--- src/rtl/divide_controller_pkg.sv ---
// Shared types and constants for the divide controller and its iterative divider.
// Provides cpu_data_t, divider/controller state enums and the divide-by-zero result.
package divide_controller_pkg;

    localparam int CPU_DATA_WIDTH = 32;

    typedef logic [CPU_DATA_WIDTH-1:0] cpu_data_t;

    typedef enum logic {
        DIV_IDLE,
        DIV_RUN
    } divide_state_t;

    typedef enum logic [2:0] {
        IDLE,
        ISSUE,
        BUSY,
        DRAIN,
        DONE
    } div_ctrl_state_t;

    localparam cpu_data_t DIV_BY_ZERO_LO = 32'hFFFF_FFFF;
    localparam int DIV_STEPS = CPU_DATA_WIDTH;
    localparam int DIV_TIMEOUT_CYCLES = 40;

endpackage

--- src/rtl/divide_controller_divider.sv ---
// Non-abortable radix-2 restoring divider, one quotient bit per cycle.
// Ports: clock, reset (sync, active-high); i_request_valid, i_signed,
//   i_dividend, i_divisor in; o_result_valid (1-cycle pulse), o_result
//   (quotient), o_remain (remainder) out. Requests while busy are ignored.
module divide_controller_divider
    import divide_controller_pkg::*;
(
    input  logic      clock,
    input  logic      reset,
    input  logic      i_request_valid,
    input  logic      i_signed,
    input  cpu_data_t i_dividend,
    input  cpu_data_t i_divisor,
    output logic      o_result_valid,
    output cpu_data_t o_result,
    output cpu_data_t o_remain
);

    localparam int CNT_W = $clog2(DIV_STEPS + 1);

    divide_state_t    r_state;
    logic [CNT_W-1:0] r_count;
    cpu_data_t        r_quo;
    cpu_data_t        r_rem;
    cpu_data_t        r_dvs;
    logic             r_neg_q;
    logic             r_neg_r;

    logic                    w_a_neg;
    logic                    w_b_neg;
    cpu_data_t               w_a_abs;
    cpu_data_t               w_b_abs;
    logic [CPU_DATA_WIDTH:0] w_shift;
    logic                    w_ge;
    cpu_data_t               w_rem_next;
    cpu_data_t               w_quo_next;

    assign w_a_neg = i_signed & i_dividend[CPU_DATA_WIDTH-1];
    assign w_b_neg = i_signed & i_divisor[CPU_DATA_WIDTH-1];
    assign w_a_abs = w_a_neg ? -i_dividend : i_dividend;
    assign w_b_abs = w_b_neg ? -i_divisor : i_divisor;

    // Partial remainder stays below the divisor, so the shifted value
    // needs one extra bit; the difference always fits the data width.
    assign w_shift    = {r_rem, r_quo[CPU_DATA_WIDTH-1]};
    assign w_ge       = (w_shift >= {1'b0, r_dvs});
    assign w_rem_next = w_ge ? (w_shift[CPU_DATA_WIDTH-1:0] - r_dvs)
                             : w_shift[CPU_DATA_WIDTH-1:0];
    assign w_quo_next = {r_quo[CPU_DATA_WIDTH-2:0], w_ge};

    always_ff @(posedge clock) begin
        if (reset) begin
            r_state        <= DIV_IDLE;
            r_count        <= '0;
            r_quo          <= '0;
            r_rem          <= '0;
            r_dvs          <= '0;
            r_neg_q        <= 1'b0;
            r_neg_r        <= 1'b0;
            o_result_valid <= 1'b0;
            o_result       <= '0;
            o_remain       <= '0;
        end else begin
            o_result_valid <= 1'b0;
            case (r_state)
                DIV_IDLE: begin
                    if (i_request_valid) begin
                        r_state <= DIV_RUN;
                        r_count <= CNT_W'(DIV_STEPS);
                        r_quo   <= w_a_abs;
                        r_rem   <= '0;
                        r_dvs   <= w_b_abs;
                        r_neg_q <= w_a_neg ^ w_b_neg;
                        r_neg_r <= w_a_neg;
                    end
                end
                DIV_RUN: begin
                    r_quo   <= w_quo_next;
                    r_rem   <= w_rem_next;
                    r_count <= r_count - 1'b1;
                    if (r_count == CNT_W'(1)) begin
                        r_state        <= DIV_IDLE;
                        o_result_valid <= 1'b1;
                        o_result       <= r_neg_q ? -w_quo_next : w_quo_next;
                        o_remain       <= r_neg_r ? -w_rem_next : w_rem_next;
                    end
                end
                default: r_state <= DIV_IDLE;
            endcase
        end
    end

endmodule

--- src/rtl/divide_controller.sv ---
// Sequences the iterative divider for DIV/DIVU in execute: stalls until done, writes HI/LO.
// Ports: clock, reset (sync, active-high); ex_div_valid, ex_div_signed, ex_src1,
//   ex_src2, ex_flush in; ex_div_stall, hilo_we, hi_wdata (remainder),
//   lo_wdata (quotient), div_busy, timeout_error (sticky) out.
module divide_controller
    import divide_controller_pkg::*;
#(
    parameter int TIMEOUT_CYCLES = DIV_TIMEOUT_CYCLES
) (
    input  logic      clock,
    input  logic      reset,
    input  logic      ex_div_valid,
    input  logic      ex_div_signed,
    input  cpu_data_t ex_src1,
    input  cpu_data_t ex_src2,
    input  logic      ex_flush,
    output logic      ex_div_stall,
    output logic      hilo_we,
    output cpu_data_t hi_wdata,
    output cpu_data_t lo_wdata,
    output logic      div_busy,
    output logic      timeout_error
);

    localparam int CW = $clog2(TIMEOUT_CYCLES + 1);

    div_ctrl_state_t r_state;
    div_ctrl_state_t w_next_state;

    logic          r_signed;
    cpu_data_t     r_src1;
    cpu_data_t     r_src2;
    cpu_data_t     r_hi;
    cpu_data_t     r_lo;
    logic [CW-1:0] r_count;
    logic          r_timeout;

    logic      w_div_req;
    logic      w_div_rv;
    cpu_data_t w_div_result;
    cpu_data_t w_div_remain;

    logic w_waiting;
    logic w_timeout;
    logic w_accept;
    logic w_zero;
    logic w_capture;
    logic w_wd_fire;

    divide_controller_divider u_divider (
        .clock          (clock),
        .reset          (reset),
        .i_request_valid(w_div_req),
        .i_signed       (r_signed),
        .i_dividend     (r_src1),
        .i_divisor      (r_src2),
        .o_result_valid (w_div_rv),
        .o_result       (w_div_result),
        .o_remain       (w_div_remain)
    );

    assign w_waiting = (r_state == BUSY) || (r_state == DRAIN);
    assign w_timeout = w_waiting && (r_count >= CW'(TIMEOUT_CYCLES - 1));

    always_ff @(posedge clock) begin
        if (reset) begin
            r_state <= IDLE;
        end else begin
            r_state <= w_next_state;
        end
    end

    always_comb begin
        w_next_state = r_state;
        w_accept     = 1'b0;
        w_zero       = 1'b0;
        w_capture    = 1'b0;
        w_wd_fire    = 1'b0;
        unique case (r_state)
            IDLE: begin
                if (ex_div_valid && !ex_flush) begin
                    if (ex_src2 != '0) begin
                        w_accept     = 1'b1;
                        w_next_state = ISSUE;
                    end else begin
                        w_zero       = 1'b1;
                        w_next_state = DONE;
                    end
                end
            end
            // The request already went out this cycle, so a flush must drain.
            ISSUE: w_next_state = ex_flush ? DRAIN : BUSY;
            BUSY: begin
                if (w_div_rv) begin
                    if (ex_flush) begin
                        w_next_state = IDLE;
                    end else begin
                        w_capture    = 1'b1;
                        w_next_state = DONE;
                    end
                end else if (w_timeout) begin
                    w_wd_fire    = 1'b1;
                    w_next_state = IDLE;
                end else if (ex_flush) begin
                    w_next_state = DRAIN;
                end
            end
            DRAIN: begin
                if (w_div_rv) begin
                    w_next_state = IDLE;
                end else if (w_timeout) begin
                    w_wd_fire    = 1'b1;
                    w_next_state = IDLE;
                end
            end
            DONE:    w_next_state = IDLE;
            default: w_next_state = IDLE;
        endcase
    end

    always_ff @(posedge clock) begin
        if (reset) begin
            r_signed  <= 1'b0;
            r_src1    <= '0;
            r_src2    <= '0;
            r_hi      <= '0;
            r_lo      <= '0;
            r_count   <= '0;
            r_timeout <= 1'b0;
        end else begin
            if (w_accept) begin
                r_signed <= ex_div_signed;
                r_src1   <= ex_src1;
                r_src2   <= ex_src2;
            end
            if (w_zero) begin
                r_hi <= ex_src1;
                r_lo <= DIV_BY_ZERO_LO;
            end
            if (w_capture) begin
                r_hi <= w_div_remain;
                r_lo <= w_div_result;
            end
            if (w_accept) begin
                r_count <= '0;
            end else if (w_waiting) begin
                r_count <= r_count + 1'b1;
            end
            if (w_wd_fire) begin
                r_timeout <= 1'b1;
            end
        end
    end

    assign w_div_req     = (r_state == ISSUE);
    assign hilo_we       = (r_state == DONE) && !ex_flush;
    assign ex_div_stall  = ex_div_valid && !ex_flush && (r_state != DONE);
    assign div_busy      = w_waiting;
    assign hi_wdata      = r_hi;
    assign lo_wdata      = r_lo;
    assign timeout_error = r_timeout;

endmodule
--- config.mk ---
export PLATFORM = sky130hd
export DESIGN_NAME = divide_controller
export DESIGN_NICKNAME = d
export VERILOG_FILES = /design/src/rtl/divide_controller_pkg.sv /design/src/rtl/divide_controller_divider.sv /design/src/rtl/divide_controller.sv
export SDC_FILE = /design/constraint.sdc
export NUM_CORES = 1
export LEC_CHECK = 0
export ABC_CLOCK_PERIOD_IN_PS = 7100
export BUFFER_PORTS_ARGS = -buffer_cell sky130_fd_sc_hd__buf_2
export CAP_MARGIN = 0
export CORE_ASPECT_RATIO = 1.1
export CORE_MARGIN = 2
export CORE_UTILIZATION = 29
export CTS_BUF_LIST = sky130_fd_sc_hd__clkbuf_4 sky130_fd_sc_hd__clkbuf_8 sky130_fd_sc_hd__clkbuf_16
export DETAILED_ROUTE_END_ITERATION = 6
export GPL_TIMING_DRIVEN = 1
export PLACE_DENSITY_LB_ADDON = 0.3
export SLEW_MARGIN = 20
export SYNTH_ARGS = -nofsm -noshare
export SYNTH_HDL_FRONTEND = slang
export SYNTH_HIERARCHICAL = 1
export SYNTH_SLANG_ARGS = --single-unit
--- constraint.sdc ---
create_clock -name clock -period 7.1 [get_ports clock]
set_input_delay 1.065 -clock clock [delete_from_list [all_inputs] [get_ports clock]]
set_output_delay 1.065 -clock clock [all_outputs]
set_load 0.02 [all_outputs]
* Yosys cells after proc, flatten, opt, wreduce, memory -nomap -nowiden
Cells that the tools add are included.
** Cells by class
- Equality and inequality tests :: 10
- $add $sub $neg :: 7
- Reductions and logical operators :: 15
- Bitwise logic cells :: 4
- $lt $le $gt $ge :: 2
- Mux-type cells :: 41
** Operators by type and width (number)
- 32-bit 2-to-1 mux :: 11
- 32-bit negator :: 4
- 32-bit one-hot mux with 2 select lines :: 2
- 33-bit by 32-bit >= comparator with 1-bit output :: 1
- 32-bit nonzero test :: 1
- 32-bit subtractor :: 1
- 3-bit 2-to-1 mux :: 8
- 1-bit 2-to-1 mux :: 16
- 3-bit one-hot mux with 4 select lines :: 1
- 6-bit one-hot mux with 2 select lines :: 1
- 6-bit by 1-bit adder with 6-bit output (second input constant) :: 1
- 3-bit by 2-bit == test with 1-bit output (second input constant) :: 2
- 6-bit by 1-bit == test with 1-bit output (second input constant) :: 1
- 6-bit >= comparator (second input constant) :: 1
- 6-bit 2-to-1 mux :: 1
- 2-bit OR reduction :: 3
- 6-bit by 1-bit subtractor with 6-bit output (second input constant) :: 1
- 1-bit logical AND :: 4
- 4-bit by 3-bit inequality test with 1-bit output (second input constant) :: 1
- 2-bit AND reduction :: 2
- 3-bit by 1-bit == test with 1-bit output (second input constant) :: 1
- 3-bit == test (second input constant) :: 1
- 3-bit zero test :: 1
- 3-bit by 2-bit inequality test with 1-bit output (second input constant) :: 1
- other kinds (11) :: 12
** Storage, ports and cells
- Register bits after elaboration :: 309
- Input port bits :: 69
- Output and inout port bits :: 68

* Logic depth before layout (Yosys ltp)
Gate-level depths: netlist of the first run.
- Word-level depth :: 6
- Depth in mapped cells :: 26

* Modules after synthesis
Netlist of the first run, hierarchy kept.
** Modules (own cells, without submodules)
- divide_controller_divider :: cells an instance 1629, times used 1, area each 11932.7 µm²
- divide_controller :: cells an instance 691, times used 1, area each 6402.4 µm²

* Worst setup path before layout of the first run
OpenSTA, ideal clock, no wires.
- Path kind :: flip-flop to flip-flop
- Start :: reg u_divider.r_rem[9]
- End :: reg u_divider.o_remain[28]
- Path buffers :: 5
- Setup time :: 0.071 ns
- Path slack :: 2.127 ns
- Required time :: 7.029 ns
- Cell stages (with the launch flop) :: 25
- Arrival time :: 4.902 ns
- Path through :: dfxtp_1 ha_1 buf_4 nand2_1 or4_1 o32ai_2 nor3_2 o21ai_2 buf_2 buf_2 buf_2 buf_1 a21oi_1 inv_1 ha_1 inv_1 nor3_1 nor3b_1 nand2_1 nor4_1 o2111ai_1 o41ai_1 xnor2_1 nand2_1 a21oi_1
** Between the ends
- Word-level cells in the longest chain between the ends :: 4
** RTL lines
- start, declared :: RTL line divide_controller_divider.sv:24 : cpu_data_t r_rem;
- start signal, assigned :: RTL line divide_controller_divider.sv:79 : r_rem <= w_rem_next;
- 32-bit subtractor / 33-bit by 32-bit >= comparator with 1-bit output (equally long branches) :: RTL line divide_controller_divider.sv:47, divide_controller_divider.sv:46
- 32-bit 2-to-1 mux * :: RTL line divide_controller_divider.sv:47 : assign w_rem_next = w_ge ? (w_shift[CPU_DATA_WIDTH-1:0] - r_dvs)
- 32-bit negator :: RTL line divide_controller_divider.sv:85 : o_remain <= r_neg_r ? -w_rem_next : w_rem_next;
- 32-bit 2-to-1 mux * :: RTL line divide_controller_divider.sv:85
- end signal, assigned :: RTL line divide_controller_divider.sv:85
- end, declared :: RTL line divide_controller_divider.sv:16 : output cpu_data_t o_remain
Mark *: on every way between the ends. The rest lies on a longest branch, timed or not.
A chain may end at the register's enable or synchronous reset.

* Worst setup path in the final report of the first run
Ends and elaborated chain as after synthesis.

==> results of run 1 <==
-- metrics by stage --
stage | worst slack, ns | std cells
2_1_floorplan | 2.13 | 2320
3_5_place_dp | 1.67 | 3132
4_1_cts | 1.61 | 3200
3_3_place_gp | 1.76 | 3132
6_report | 1.54 | 3202
5_1_grt | 1.09 | 3200
-- Yosys cell counts (40+ instances only) --
| library cell | instances |
|---|---|
| nand4_1 | 47 |
| a211oi_1 | 117 |
| xor2_1 | 69 |
| xnor2_1 | 51 |
| o21ai_0 | 75 |
| nor2_1 | 285 |
| inv_1 | 59 |
| mux2i_1 | 74 |
| nor3b_1 | 40 |
| nand2_1 | 215 |
| dfxtp_1 | 309 |
| clkbuf_1 | 120 |
| nor3_1 | 47 |
| a21oi_1 | 171 |
| nand2b_1 | 138 |
-- worst max-delay path by stage --
stage | start | to | cells past startpoint
global route | u_divider/r_rem[9] | u_divider/o_remain[28] | 18
detailed placement | u_divider/r_rem[9] | u_divider/o_remain[28] | 18
CTS | u_divider/r_rem[9] | u_divider/o_remain[28] | 18
floorplan | u_divider/r_rem[9] | u_divider/o_remain[28] | 24
global placement | u_divider/r_rem[9] | u_divider/o_remain[28] | 18
finish | u_divider/r_rem[9] | u_divider/o_remain[28] | 18
-- registers in the layout, summed over array words and instances, names as in the netlist, 3 cells and up --
register            flops
hi_wdata               32
lo_wdata               32
r_src1                 32
r_src2                 32
u_divider/o_remain     32
u_divider/o_result     32
u_divider/r_dvs        32
u_divider/r_quo        32
u_divider/r_rem        32
r_count                 6
u_divider/r_count       6
r_state                 3
-- per-layer routing --
layer / wire length (um) / vias up / part of all wire [%]
met5: 0 / - / 0
li1: - / 8391 / -
met3: 3050 / 119 / 5.2
met4: 2510 / 0 / 4.3
met2: 26700 / 473 / 46
met1: 26400 / 8000 / 45
-- final cells by class --
class / instances / area [um^2] / area share (%)
Clock buffer: 53 / 1120 / 5.37
Tap cell: 833 / 1040 / 5.00
Antenna cell: 2 / 5.00 / 0.0240
Clock inverter: 15 / 233 / 1.12
Timing Repair Buffer: 159 / 876 / 4.20
Sequential cell: 309 / 6190 / 29.7
Inverter: 60 / 228 / 1.09
Multi-Input combinational cell: 1771 / 11100 / 53.5
-- worst max-delay path, delay by kind of cell (launching register included) --
family / cells / cell delay [ns]
buffers and inverters: 1 / 0.06
multiplexers: 1 / 0.36
AO/OA/AOI/OAI: 5 / 1.84
adder cells (fa/ha/maj): 2 / 0.75
flip-flops: 1 / 0.40
AND/OR/NAND/NOR: 8 / 1.91
XOR/XNOR: 1 / 0.16
-- logic make-up (layout without fill, tap and decap cells) --
| logic type | Yosys count | after routing |
|---|---|---|
| flops | 309 | 309 |
| compound gates | 595 | 595 |
| other cells | 0 | 2 |
| mux | 76 | 76 |
| xor+xnor | 120 | 120 |
| buf+inv | 240 | 287 |
| simple gates | 940 | 940 |
| fa+ha+maj | 40 | 40 |
==> flow_metrics.env, run 1 <==
export IMPL_drt_iter0_markers=1024
export IMPL_grt_max_degree=221
export IMPL_hold_violations=0
export IMPL_whs_ns=0.456
export IMPL_worst_pin_slew_ns=1.06
export IMPL_final_max_slew_viol_count=0
export IMPL_setup_viol=0
export IMPL_critPathSlowestCell="ha_1"
export IMPL_status="completed"
export IMPL_yosysUniqueCellTypes=87
export IMPL_chipWidth_um=244
export IMPL_cts_root_buffer="clkbuf_16"
export IMPL_cts_sinks=309
export IMPL_ys_seq_area_share_pct=33.7
export IMPL_utilization_pct=33.4
export IMPL_fin_area_um2=20800
export IMPL_core_area_um2=62500
export IMPL_cp_common_cell="nand2_1"
export IMPL_synthFlopType="dfxtp_1"
export IMPL_r2r_slack_ns=1.54
export IMPL_drive_gt1_share_pct=11.7
export IMPL_io_pins=137
export IMPL_max_slew_margin_rel_pct=29.5
export IMPL_timing_rr_start="u_divider/r_rem[9]"
export IMPL_area_growth_pct=13.6
export IMPL_ant_nets=0
export IMPL_grt_usage_pct=17.4
export IMPL_netlist_area_um2=18300
export IMPL_tns_ns=0
export IMPL_place_area_um2=19500
export IMPL_grt_pass1_vias=15877
export IMPL_worstRegToRegCells=18
export IMPL_clock_skew_ns=0.0254
export IMPL_postSynthAreaPerCell_um2=7.90
export IMPL_synth_edf_count=0
export IMPL_period_share_pct=78.4
export IMPL_synth_top_area_share_pct=33.7
export IMPL_initial_utilization_pct=29.4
export IMPL_async_reset_ff_share_pct=0
export IMPL_cap_violations=0
export IMPL_place_gp_congestion=0.901
export IMPL_rows=96
export IMPL_r2r_end="u_divider/o_remain[28]"
export IMPL_busiest_layer="met2"
export IMPL_synth_compound_area_share_pct=22.0
export IMPL_cts_resized_gates=0
export IMPL_cts_tree="built"
export IMPL_holdPathEnd="u_divider/o_remain[17]"
export IMPL_clkTransAtPathRegs_ns=0.06
export IMPL_port_buffers=136
export IMPL_clk_path_buf_depth=3
export IMPL_htreeDepth=2
export IMPL_synth_top_family_by_area="simple AND/OR/NAND/NOR gates"
export IMPL_ys_ff_latch=309
export IMPL_rsz0062_at_grt="no"
export IMPL_final_common_cell="dfxtp_1"
export IMPL_use_met3_pct=2.80
export IMPL_dp_hpwl_mm=42.7
export IMPL_crit_required_ns=7.58
export IMPL_mostFrequentLayoutCells="308 x dfxtp_1, 285 x nor2_1, 214 x nand2_1"
export IMPL_holdCritPathClass="register to register"
export IMPL_ys_warn_count=6
export IMPL_synthXorXnorAreaFrac_pct=5.73
export IMPL_avgViaCountPerCell=5.30
export IMPL_overflow=0
export IMPL_wl_per_cell_um=18.3
export IMPL_fillers=6681
export IMPL_synthMuxAreaShare_pct=4.16
export IMPL_gr_usage_met2_pct=28.1
export IMPL_grt_pass1_wl_mm=90.7
export IMPL_clk_latency_ns=0.56
export IMPL_fmax_mhz=180
export IMPL_hold_start="u_divider/o_remain[17]"
export IMPL_hold_depth=2
export IMPL_antenna_found_initial=2
export IMPL_die_area_um2=65300
export IMPL_cp_start_kind="register"
export IMPL_postCtsHoldBufs=0
export IMPL_synth_simple_area_share_pct=25.9
export IMPL_fin_nets=2448
export IMPL_endpoint_kind="register"
export IMPL_min_period_ns=5.56
export IMPL_crit_type="register to register"
export IMPL_grt_met1_usage_pct=22.8
export IMPL_postSynthCellCount=2320
export IMPL_synth_adder_area_share_pct=2.77
export IMPL_cts_buffers=38
export IMPL_syn_nets=2429
export IMPL_cts_setup_buffers=0
export IMPL_drt_total_wl_mm=58.6
export IMPL_critical_path_cell_chain="ha_1, nand2_1, nor3_1, a21boi_1, nor3_2, o21ai_4, mux2i_1, ha_1, inv_1, nor3_1, nor3b_1, nand2_1, nor4_1, o2111ai_1, o41ai_1, xnor2_1, nand2_1, a21oi_1"
export IMPL_cp_slowest_stage_delay_ns=0.52
export IMPL_crit_fanout=16
export IMPL_synthTopCellsByArea="dfxtp_1 34%, nor2_1 5.8%, a211oi_1 4.8%, nand2b_1 4.7%, a21oi_1 4.7%"
export IMPL_synth_top_cell_by_area="dfxtp_1"
export IMPL_critPathArrivalTime_ns=6.05
export IMPL_first_pass_iters=5
export IMPL_die_h_um=268
export IMPL_drc=0
export IMPL_vias=16983
Power of run 1 is not shown: default switching activity piles up to over one toggle a cycle in this logic, so the estimate is an artifact.
==> run 2, diff against run 1 <==
ABC_CLOCK_PERIOD_IN_PS = 4950   (was 7100)
clock period = 4.95 ns   (was 7.1 ns; I/O delays follow)
==> run 2 against run 1 <==
Global-route usage grew 0.60 points; non-clock buffer count grew 54; critical endpoint unchanged; critical path depth increased by 2.
==> flow_metrics.env, run 2 (synthesis gave the netlist of run 1 again) <==
export IMPL_status="completed"
export IMPL_ant_nets=0
export IMPL_diodes=0
export IMPL_endpoint_kind="register"
export IMPL_rows=96
export IMPL_utilization_pct=34.0
export IMPL_initial_utilization_pct=29.4
export IMPL_regArea_um2=6190
export IMPL_avgViaCountPerCell=5.30
export IMPL_crit_type="register to register"
export IMPL_cts_buffers=37
export IMPL_grt_usage_pct=18.0
export IMPL_worst_pin_slew_ns=0.962
export IMPL_critPathArrivalTime_ns=5.02
export IMPL_drt_iter0_markers=1139
export IMPL_cap_violations=0
export IMPL_cts_root_buffer="clkbuf_16"
export IMPL_drive_gt1_share_pct=13.8
export IMPL_drc=0
export IMPL_holdCritPathClass="input port to register"
export IMPL_crit_required_ns=5.44
export IMPL_max_slew_margin_rel_pct=35.7
export IMPL_setup_viol=0
export IMPL_die_h_um=268
export IMPL_vias=17243
export IMPL_final_max_slew_viol_count=0
export IMPL_fmax_mhz=221
export IMPL_io_pins=137
export IMPL_post_place_ws_ns=0.396
export IMPL_critical_path_cell_chain="inv_1, ha_1, nand4_2, or4_1, o32ai_2, nor3_2, o21ai_4, mux2i_1, ha_1, inv_1, nor3_1, nor3b_2, nand2_1, nor4_1, o2111ai_1, buf_4, o41ai_1, xnor2_1, nand2_1, a21oi_1"
export IMPL_clkTransAtPathRegs_ns=0.06
export IMPL_whs_ns=0.448
export IMPL_hold_violations=0
export IMPL_fin_nets=2501
export IMPL_crit_fanout=5
export IMPL_clk_path_buf_depth=3
export IMPL_multi_input_area_um2=11200
export IMPL_area_growth_pct=15.7
export IMPL_cts_sinks=309
export IMPL_mostFrequentLayoutCells="307 x dfxtp_1, 285 x nor2_1, 214 x nand2_1"
export IMPL_clk_latency_ns=0.57
export IMPL_fillers=6656
export IMPL_first_pass_iters=6
export IMPL_dp_hpwl_mm=44.6
export IMPL_wl_per_cell_um=18.5
export IMPL_die_area_um2=65300
export IMPL_chipWidth_um=244
export IMPL_port_buffers=136
export IMPL_min_period_ns=4.53
export IMPL_grt_pass1_vias=16218
export IMPL_overflow=0
export IMPL_core_area_um2=62500
export IMPL_cts_tree="built"
export IMPL_clock_skew_ns=0.0121
export IMPL_place_gp_congestion=0.949
export IMPL_grt_max_degree=131
export IMPL_critPathSlowestCell="or4_1"
export IMPL_rsz0062_at_grt="no"
export IMPL_worstRegToRegCells=20
export IMPL_htreeDepth=2
export IMPL_tns_ns=0
export IMPL_final_common_cell="dfxtp_1"
export IMPL_hold_depth=3
export IMPL_antenna_found_initial=1
export IMPL_period_share_pct=91.5
export IMPL_cp_start_kind="register"
export IMPL_grt_pass1_wl_mm=93.7
export IMPL_drt_total_wl_mm=60.3
export IMPL_cp_slowest_stage_delay_ns=0.58
export IMPL_worst_slack_ns=0.419
-- run 2: changes by cell type in the layout (fill, tap and decap cells not counted), moves of 2 or more --
cell / before / now
buf_4: 22 / 73
clkinv_2: 4 / 9
buf_12: 1 / 4
bufinv_16: 5 / 2
clkbuf_4: 8 / 5
clkbuf_8: 6 / 8
diode_2: 2 / 0
-- run 2: area by class of cell --
cell class	count	share of cell area, %
well taps	833	4.91
clock inverters	17	0.820
clock buffers	51	5.18
inverters	60	1.07
repair buffers	213	6.22
multi-input cells	1771	52.6
flip-flops and latches	309	29.2
-- run 2: worst max-delay path, delay by kind of cell, from the launching register on --
family          cells  cell delay [ns]
compound gates      5             1.07
xor+xnor            1             0.17
fa+ha+maj           2             0.57
buf+inv             3             0.30
flops               1             0.33
mux                 1             0.28
simple gates        8             1.72
-- run 2: path summary, 6_finish.rpt --
check                           slack [ns]                   start                     end
worst max-delay path                  0.42     u_divider/r_dvs[12]  u_divider/o_remain[28]
worst min-delay path                  0.45           ex_div_signed                r_signed
worst max register to register        0.42     u_divider/r_dvs[12]  u_divider/o_remain[28]
worst min register to register        0.45  u_divider/o_result[25]  u_divider/o_result[25]
-- run 2: what timing repair did --
item / CTS / global route
gates resized for setup: 0 / 2
buffers inserted: 0 / 0
hold buffers: 0 / 0
setup endpoints to repair: 0 / 2
-- run 2: per-stage QoR --
stage	cells	instance area, um^2
after CTS	3254	21200
after floorplan	2320	18300
after detailed placement	3186	19900
final	3254	21200
after global routing	3254	21200
after global placement	3186	19900
-- run 2: routing by layer --
metal,global-route usage [%],vias up,wire length (um)
met5,0,-,13
met4,6.66,2,2260
met3,2.42,125,2990
met2,30.2,488,28000
met1,23.4,8130,27100
li1,-,8498,-
Power of run 2 is left out for the same reason.
